===== src/rtl/proc_run_monitor.sv =====
// Run checker for CPU cores: compares sampled PC/result against programmable
// checkpoints and an end-of-program value, with a RUN-cycle watchdog.
module proc_run_monitor #(
    parameter int unsigned        DATA_W     = 64,
    parameter int unsigned        NUM_CHECKS = 4,
    parameter int unsigned        WDOG_W     = 16,
    parameter int unsigned        WDOG_LIMIT = 255,
    parameter logic [DATA_W-1:0]  END_PC     = 'h54
) (
    input  logic                         CLK,
    input  logic                         resetl,
    input  logic                         start,
    input  logic [DATA_W-1:0]            currentpc,
    input  logic [DATA_W-1:0]            result,
    input  logic [NUM_CHECKS*DATA_W-1:0] chk_pc,
    input  logic [NUM_CHECKS*DATA_W-1:0] chk_val,
    input  logic [NUM_CHECKS-1:0]        chk_en,
    input  logic [DATA_W-1:0]            final_val,
    input  logic                         final_en,
    output logic                         busy,
    output logic                         done,
    output logic                         timeout,
    output logic                         all_pass,
    output logic [7:0]                   pass_count,
    output logic [NUM_CHECKS-1:0]        hit_mask,
    output logic [NUM_CHECKS:0]          fail_mask,
    output logic [WDOG_W-1:0]            cycles
);

    typedef enum logic [1:0] {S_IDLE, S_RUN, S_DONE, S_TMO} state_t;

    localparam logic [WDOG_W-1:0] LIMIT    = WDOG_W'(WDOG_LIMIT);
    localparam logic [WDOG_W-1:0] LIMIT_M1 = WDOG_W'(WDOG_LIMIT - 1);

    state_t                state_q, state_nx;
    logic [WDOG_W-1:0]     cycles_q, cycles_nx;
    logic [7:0]            pass_q, pass_nx;
    logic [NUM_CHECKS-1:0] hit_q, hit_nx;
    logic [NUM_CHECKS:0]   fail_q, fail_nx;
    logic                  done_q, done_nx;
    logic                  tmo_q, tmo_nx;
    logic                  allp_q, allp_nx;
    logic [8:0]            pass_inc;
    logic [8:0]            pass_sum;
    logic                  end_hit;

    always_ff @(posedge CLK or negedge resetl) begin
        if (!resetl) begin
            state_q  <= S_IDLE;
            cycles_q <= '0;
            pass_q   <= '0;
            hit_q    <= '0;
            fail_q   <= '0;
            done_q   <= 1'b0;
            tmo_q    <= 1'b0;
            allp_q   <= 1'b0;
        end else begin
            state_q  <= state_nx;
            cycles_q <= cycles_nx;
            pass_q   <= pass_nx;
            hit_q    <= hit_nx;
            fail_q   <= fail_nx;
            done_q   <= done_nx;
            tmo_q    <= tmo_nx;
            allp_q   <= allp_nx;
        end
    end

    always_comb begin
        state_nx  = state_q;
        cycles_nx = cycles_q;
        pass_nx   = pass_q;
        hit_nx    = hit_q;
        fail_nx   = fail_q;
        done_nx   = done_q;
        tmo_nx    = tmo_q;
        allp_nx   = allp_q;
        pass_inc  = '0;
        pass_sum  = '0;
        end_hit   = 1'b0;

        case (state_q)
            S_RUN: begin
                // Checkpoints are evaluated even on the edge that ends the run.
                for (int unsigned i = 0; i < NUM_CHECKS; i++) begin
                    if (chk_en[i] && !hit_q[i] &&
                        currentpc == chk_pc[i*DATA_W +: DATA_W]) begin
                        hit_nx[i] = 1'b1;
                        if (result == chk_val[i*DATA_W +: DATA_W])
                            pass_inc = pass_inc + 9'd1;
                        else
                            fail_nx[i] = 1'b1;
                    end
                end

                end_hit = (currentpc >= END_PC);
                if (end_hit) begin
                    state_nx = S_DONE;
                    done_nx  = 1'b1;
                    if (final_en) begin
                        if (result == final_val)
                            pass_inc = pass_inc + 9'd1;
                        else
                            fail_nx[NUM_CHECKS] = 1'b1;
                    end
                end else if (cycles_q == LIMIT_M1) begin
                    state_nx = S_TMO;
                    tmo_nx   = 1'b1;
                end

                if (cycles_q != LIMIT)
                    cycles_nx = cycles_q + 1'b1;

                pass_sum = {1'b0, pass_q} + pass_inc;
                pass_nx  = (pass_sum > 9'd255) ? 8'hFF : pass_sum[7:0];

                if (end_hit)
                    allp_nx = ((hit_nx & chk_en) == chk_en) && (fail_nx == '0);
            end
            default: begin
                if (start) begin
                    state_nx  = S_RUN;
                    cycles_nx = '0;
                    pass_nx   = '0;
                    hit_nx    = '0;
                    fail_nx   = '0;
                    done_nx   = 1'b0;
                    tmo_nx    = 1'b0;
                    allp_nx   = 1'b0;
                end
            end
        endcase
    end

    assign busy       = (state_q == S_RUN);
    assign done       = done_q;
    assign timeout    = tmo_q;
    assign all_pass   = allp_q;
    assign pass_count = pass_q;
    assign hit_mask   = hit_q;
    assign fail_mask  = fail_q;
    assign cycles     = cycles_q;

endmodule

===== config.mk =====
export PLATFORM = sky130hd
export DESIGN_NAME = proc_run_monitor
export DESIGN_NICKNAME = d
export VERILOG_FILES = /design/src/rtl/proc_run_monitor.sv
export SDC_FILE = /design/constraint.sdc
export NUM_CORES = 1
export LEC_CHECK = 0
export CELL_PAD_IN_SITES_DETAIL_PLACEMENT = 1
export CELL_PAD_IN_SITES_GLOBAL_PLACEMENT = 1
export CORE_AREA = 4 4 290 292
export CTS_CLUSTER_DIAMETER = 100
export CTS_CLUSTER_SIZE = 8
export DETAILED_ROUTE_END_ITERATION = 7
export DIE_AREA = 0 0 294 296
export GPL_TIMING_DRIVEN = 1
export PLACE_DENSITY_LB_ADDON = 0.1
export SYNTH_ARGS = -nofsm -noshare
export SYNTH_HDL_FRONTEND = slang
export SYNTH_SLANG_ARGS = --single-unit

===== constraint.sdc =====
create_clock -name CLK -period 5.7 [get_ports CLK]
set_input_delay 1.71 -clock CLK [delete_from_list [all_inputs] [get_ports CLK]]
set_output_delay 1.71 -clock CLK [all_outputs]
set_load 0.01 [all_outputs]

==> metrics.yaml, run 1 <==
yosys:
  synth_ff_type: "dfrtp_1"
  ys_top_cells_by_count: "xnor2_1, xor2_1, clkbuf_1"
  yosys-top-cells-area: "xnor2_1, xor2_1, dfrtp_1"
  syn_nets: 1931
  synth-xor-area-share_pct: 50.5
  syn_area_per_cell_um2: 7.71
  yosysTopAreaCellShare_pct: 31.2
  yosys.cell_count.top_type: "xnor2_1"
  synth-simple-area-share_pct: 21.8
  synth_edf_count: 0
  yosysTopAreaCell: "xnor2_1"
  syn_area_um2: 9300
  ys_ff_latch: 38
  yosys.area_share.adder_pct: 1.83
  yosys_warnings: 0
  synthCells: 1206
  synth_top_family_by_area: "XOR/XNOR gates"
  synth.distinct_cells: 63
  synthMuxAreaShare_pct: 0.740
  synth_compound_area_share_pct: 7.71
  ys_seq_area_share_pct: 10.2
  async_reset_ff_share_pct: 100
clock_network:
  clkLatencyLatePin_ns: 0.28
  cts_hold_buf: 0
  clock_sinks: 38
  ctsLongestPathBuffers: 2
  numCtsBuffers: 5
  cts_tree: "built"
  htree_levels: 2
  ctsRootBufferMaster: "clkbuf_16"
  clk_pin_slew_worst_paths_ns: 0.06
detailed_routing:
  avgViaCountPerCell: 3.98
  ant_nets: 0
  drc: 0
  routed_wl_mm: 99.5
  drt_iter0_drc: 312
  via_count: 13300
  dr.pass1.iters: 4
  wl_per_cell_um: 29.8
sta:
  max_freq_mhz: 150
  hold_viol: 0
  rsz0062_at_grt: "true"
  fin_tns_setup_ns: -7.26
  maxSlewHeadroom_pct: 31.1
  finalClockSkew_ns: 0.00622
  post-route-period-util_pct: 117
  slew_viol_final: 0
  finalCriticalPeriod_ns: 6.66
  timing.final.ws_setup_ns: -0.955
  worst_pin_slew_ns: 1.03
  setup_viol: 8
die:
  die_x_um: 294
  start_util_pct: 11.4
  io_pins: 749
  rows: 105
  die_area_um2: 87000
  fp.dieH_um: 296
  coreArea_um2: 81600
global_routing:
  track_usage_pct: 21.9
  grt_start_max_net_pins: 39
  gr-total-overflow: 0
  first_global_vias: 15400
  antenna_found_initial: 48
  grt_pass1_wl_mm: 131
cells_and_area:
  register_area_um2: 951
  fin_cells: 3340
  nets: 2978
  syn_to_final_growth_pct: 139
  layout-drive-gt1-share_pct: 26.8
  nFillCells: 9530
  multi_input_area_um2: 8760
critical_path:
  path_class: "in -> reg"
  worst-path-max-fanout: 2
  cp_slowest_cell: "clkdlybuf4s50_1"
  path_cells: "clkdlybuf4s50_1 > xnor2_1 > nand4_1 > nor4_4 > nand4_1 > buf_4 > nor3_4 > ha_4 > mux2_4 > ha_4 > mux2_4 > ha_4 > mux2_4 > ha_4 > mux2_4 > ha_4 > a21o_1 > a21o_1 > a21o_1 > a21oi_2 > nor2b_2 > and3_4 > a31oi_4 > o21a_1"
  crit_top_cell: "ha_4"
  crit_path_end_kind: "flop"
  crit_arrival_ns: 6.88
  cpPeakStageDelay_ns: 0.48
  critPathRequiredTime_ns: 5.93
  cp-start-kind: "input port"
  cpLargestDelayFamily: "simple AND/OR/NAND/NOR gates"
  critPathBufInv: 2
job:
  cap_viol_max_count: 0
place:
  dp_cells: 3264
  dp_hpwl_mm: 92.1
  post-place-ws_ns: -2.49
  place_congestion: 0.894
  numPortBuffers: 748
pwr:
  peakVddDrop_mv: 0.0942
  total_power_uw: 2490
  leakage_uw: 0.00903
  powerDensity_nw_per_um2: 112
worst_hold_path:
  min_path_type: "reg -> reg"
outcome:
  status: "finished, violations left"
  violations: "negative setup slack"
## timing repair
action	4_1_cts	5_1_grt
cloned	0	0
gates resized for setup	577	21
endpoints found under the hold margin	0	0
buffers inserted	50	4
endpoints found under the setup margin	8	8
pin swaps	125	15
## registers in the layout (all words and copies together) (netlist names)
signal / flops
all_pass: 1
cycles: 16
done: 1
fail_mask: 5
hit_mask: 4
pass_count: 8
state_q: 2
timeout: 1
## power breakdown
part | internal, uW | total [uW] | switching (uW)
registers | 307 | 358 | 51.1
clock network | 205 | 321 | 116
logic | 991 | 1810 | 824
## layout by cell type (no fill, tap or decap), types with 32 or more instances in the layout
master and n:
clkdlybuf4s50_1 510, nor4_1 58, xnor2_2 43, buf_4 327, buf_6 64, nand4_1 103, dfrtp_1 38, dlygate4sd2_1 174
xor2_1 183, inv_1 48, nand2_1 32, xnor2_1 284
## kinds of logic (layout without fill, tap and decap cells)
| logic type | Yosys count | in the layout |
|---|---|---|
| AO/OA/AOI/OAI | 97 | 97 |
| XOR/XNOR | 533 | 533 |
| adder cells (fa/ha/maj) | 13 | 13 |
| buffers and inverters | 172 | 1220 |
| flip-flops | 38 | 38 |
| multiplexers | 6 | 6 |
| other | 0 | 16 |
| AND/OR/NAND/NOR | 347 | 347 |
## worst reg2reg max path: stages (launching register included)
cell	delay, ns
dfrtp_1	0.42
nand2b_4	0.19
a2111o_1	0.38
nor4_2	0.24
nand4_1	0.18
buf_6	0.18
nor3_4	0.24
ha_4	0.24
mux2_4	0.29
ha_4	0.22
mux2_4	0.27
ha_4	0.22
mux2_4	0.27
ha_4	0.21
mux2_4	0.29
ha_4	0.23
a21o_1	0.15
a21o_1	0.19
a21o_1	0.19
a21oi_2	0.17
nor2b_2	0.07
and3_4	0.18
a31oi_4	0.14
o21a_1	0.12
## final cells by class
cell class / count / area share, %
inverter: 53 / 0.905
antenna: 16 / 0.180
sequential: 38 / 4.27
tap: 1070 / 6.01
clock inverter: 3 / 0.180
timing repair buffer: 1159 / 48.5
multi-input combinational: 996 / 39.4
clock buffer: 5 / 0.562
## routing by layer
layer	up-vias	part of all wire, %	track usage (%)
met1	6359	33	20.9
met2	563	58	47.1
met4	42	1.5	2.64
met3	104	7.0	5.99
met5	-	0.27	0
li1	6217	-	-
## stage by stage
stage	instance area [um2]	hold WS [ns]	util [%]
floorplan	9690	0.443	-
global placement	20600	0.450	25.2
detailed placement	20600	0.466	25.2
CTS	22200	0.475	27.1
global route	22200	0.495	27.2
finish	22300	0.470	27.3
## final timing paths
path / endpoint / from / cells after the start / slack (ns)
setup / recovery: pass_count[7] / chk_val[23] / 24 / -0.96
hold / removal: state_q[1] / state_q[1] / 1 / 0.47
setup reg to reg: pass_count[7] / hit_mask[0] / 23 / 0.37
hold reg to reg: state_q[1] / state_q[1] / 1 / 0.47
max in group asynchronous: all_pass / resetl / 1 / 3.46
min in group asynchronous: cycles[6] / resetl / 1 / 1.60
Note: power is estimated with default switching activity, not from simulation.
==> run 2: changes to the inputs <==
MAX_ROUTING_LAYER = met4   (was unset)
==> metrics.yaml, run 2 (same netlist as run 1, synthesis figures left out) <==
outcome:
  status: "finished, violations left"
  violations: "negative setup slack"
detailed_routing:
  drc: 0
  dr.pass1.iters: 4
  wl_per_cell_um: 29.5
  via_count: 13200
  avgViaCountPerCell: 3.90
  routed_wl_mm: 99.8
  drt_iter0_drc: 388
  ant_nets: 0
die:
  die_x_um: 294
  coreArea_um2: 81600
  start_util_pct: 11.4
  die_area_um2: 87000
  fp.dieH_um: 296
  rows: 105
  io_pins: 749
global_routing:
  grt_pass1_wl_mm: 130
  first_global_vias: 15400
  track_usage_pct: 22.6
  gr-total-overflow: 0
  antenna_found_initial: 68
  grt_start_max_net_pins: 39
critical_path:
  path_class: "in -> reg"
  critPathRequiredTime_ns: 5.92
  critPathBufInv: 12
  crit_top_cell: "buf_4"
  worst-path-max-fanout: 2
  r2r_slack_ns: 0.50
  cp-start-kind: "input port"
  cpPeakStageDelay_ns: 0.35
  crit_path_end_kind: "flop"
  cpLargestDelayFamily: "buffers and inverters"
  cp_slowest_cell: "fa_2"
  crit_arrival_ns: 6.88
clock_network:
  htree_levels: 2
  ctsLongestPathBuffers: 2
  ctsRootBufferMaster: "clkbuf_16"
  numCtsBuffers: 5
  clkLatencyLatePin_ns: 0.28
  clk_pin_slew_worst_paths_ns: 0.06
  clock_sinks: 38
  cts_hold_buf: 0
  cts_tree: "built"
cells_and_area:
  fin_util_pct: 27.9
  syn_to_final_growth_pct: 144
  layout_commonest_cell: "clkdlybuf4s50_1"
  layout-drive-gt1-share_pct: 27.4
  largest_reg_flops: 16
  final_cell_mix: "clkdlybuf4s50_1, buf_4, xnor2_1, xor2_1, dlymetal6s2s_1"
  fin_cells: 3383
  nets: 2976
  fin_area_um2: 22700
place:
  numPortBuffers: 748
  dp_hpwl_mm: 92.6
  dp_cells: 3266
  post-place-ws_ns: -2.43
  placed_area_um2: 20600
  place_congestion: 0.918
sta:
  finalClockSkew_ns: 0.00590
  setup_viol: 8
  finalCriticalPeriod_ns: 6.66
  post-route-period-util_pct: 117
  timing.final.ws_setup_ns: -0.961
  maxSlewHeadroom_pct: 29.6
  hold_viol: 0
  rsz0062_at_grt: "true"
  worst_pin_slew_ns: 1.06
  slew_viol_final: 0
  max_freq_mhz: 150
pwr:
  powerDensity_nw_per_um2: 111
  total_power_uw: 2510
  peakVddDrop_mv: 0.113
  leakage_uw: 0.0101
job:
  cap_viol_max_count: 0
worst_hold_path:
  min_path_type: "reg -> reg"
[run 2: timing repair]
action | CTS | global route
buffers inserted | 27 | 27
setup endpoints to repair | 8 | 8
cloned | 0 | 0
pin swaps | 60 | 135
resized for setup | 252 | 314
endpoints found under the hold margin | 0 | 0
[run 2: cell type report]
class                      count  area [um2]
multi-input combinational    996        8820
timing repair buffer        1157       11100
tap                         1070        1340
clock buffer                   5         125
inverter                      53         201
sequential                    38         951
antenna                       61         153
clock inverter                 3        40.0
fill                        9500       58900
[run 2: final timing paths]
| kind | endpoint | from | depth (start not counted) |
|---|---|---|---|
| setup / recovery | pass_count[4] | currentpc[20] | 30 |
| hold / removal | state_q[1] | state_q[1] | 1 |
| setup reg to reg | pass_count[4] | hit_mask[0] | 26 |
| hold reg to reg | state_q[1] | state_q[1] | 1 |
| max in group asynchronous | pass_count[0] | resetl | 1 |
| min in group asynchronous | cycles[5] | resetl | 1 |
[run 2: power breakdown]
| part | internal, uW | switching, uW | total, uW |
|---|---|---|---|
| clock network | 205 | 118 | 324 |
| logic | 1010 | 829 | 1830 |
| registers | 308 | 46.6 | 354 |
| total | 1520 | 994 | 2510 |
[run 2: stage by stage]
| stage | TNS, ns | hold WS [ns] |
|---|---|---|
| final | -7.50 | 0.469 |
| after global routing | -9.32 | 0.499 |
| after CTS | -8.86 | 0.475 |
| after detailed placement | -18.72 | 0.467 |
| after global placement | -18.61 | 0.452 |
| after floorplan | -3.09 | 0.443 |
[run 2: routing by layer]
metal  track usage, %  wire [um]  vias up
li1                 -          -     6264
met5                -          0        -
met3             7.96       8290      116
met4             7.95       3600        0
met2             44.5      55500      600
met1             19.7      32400     6197
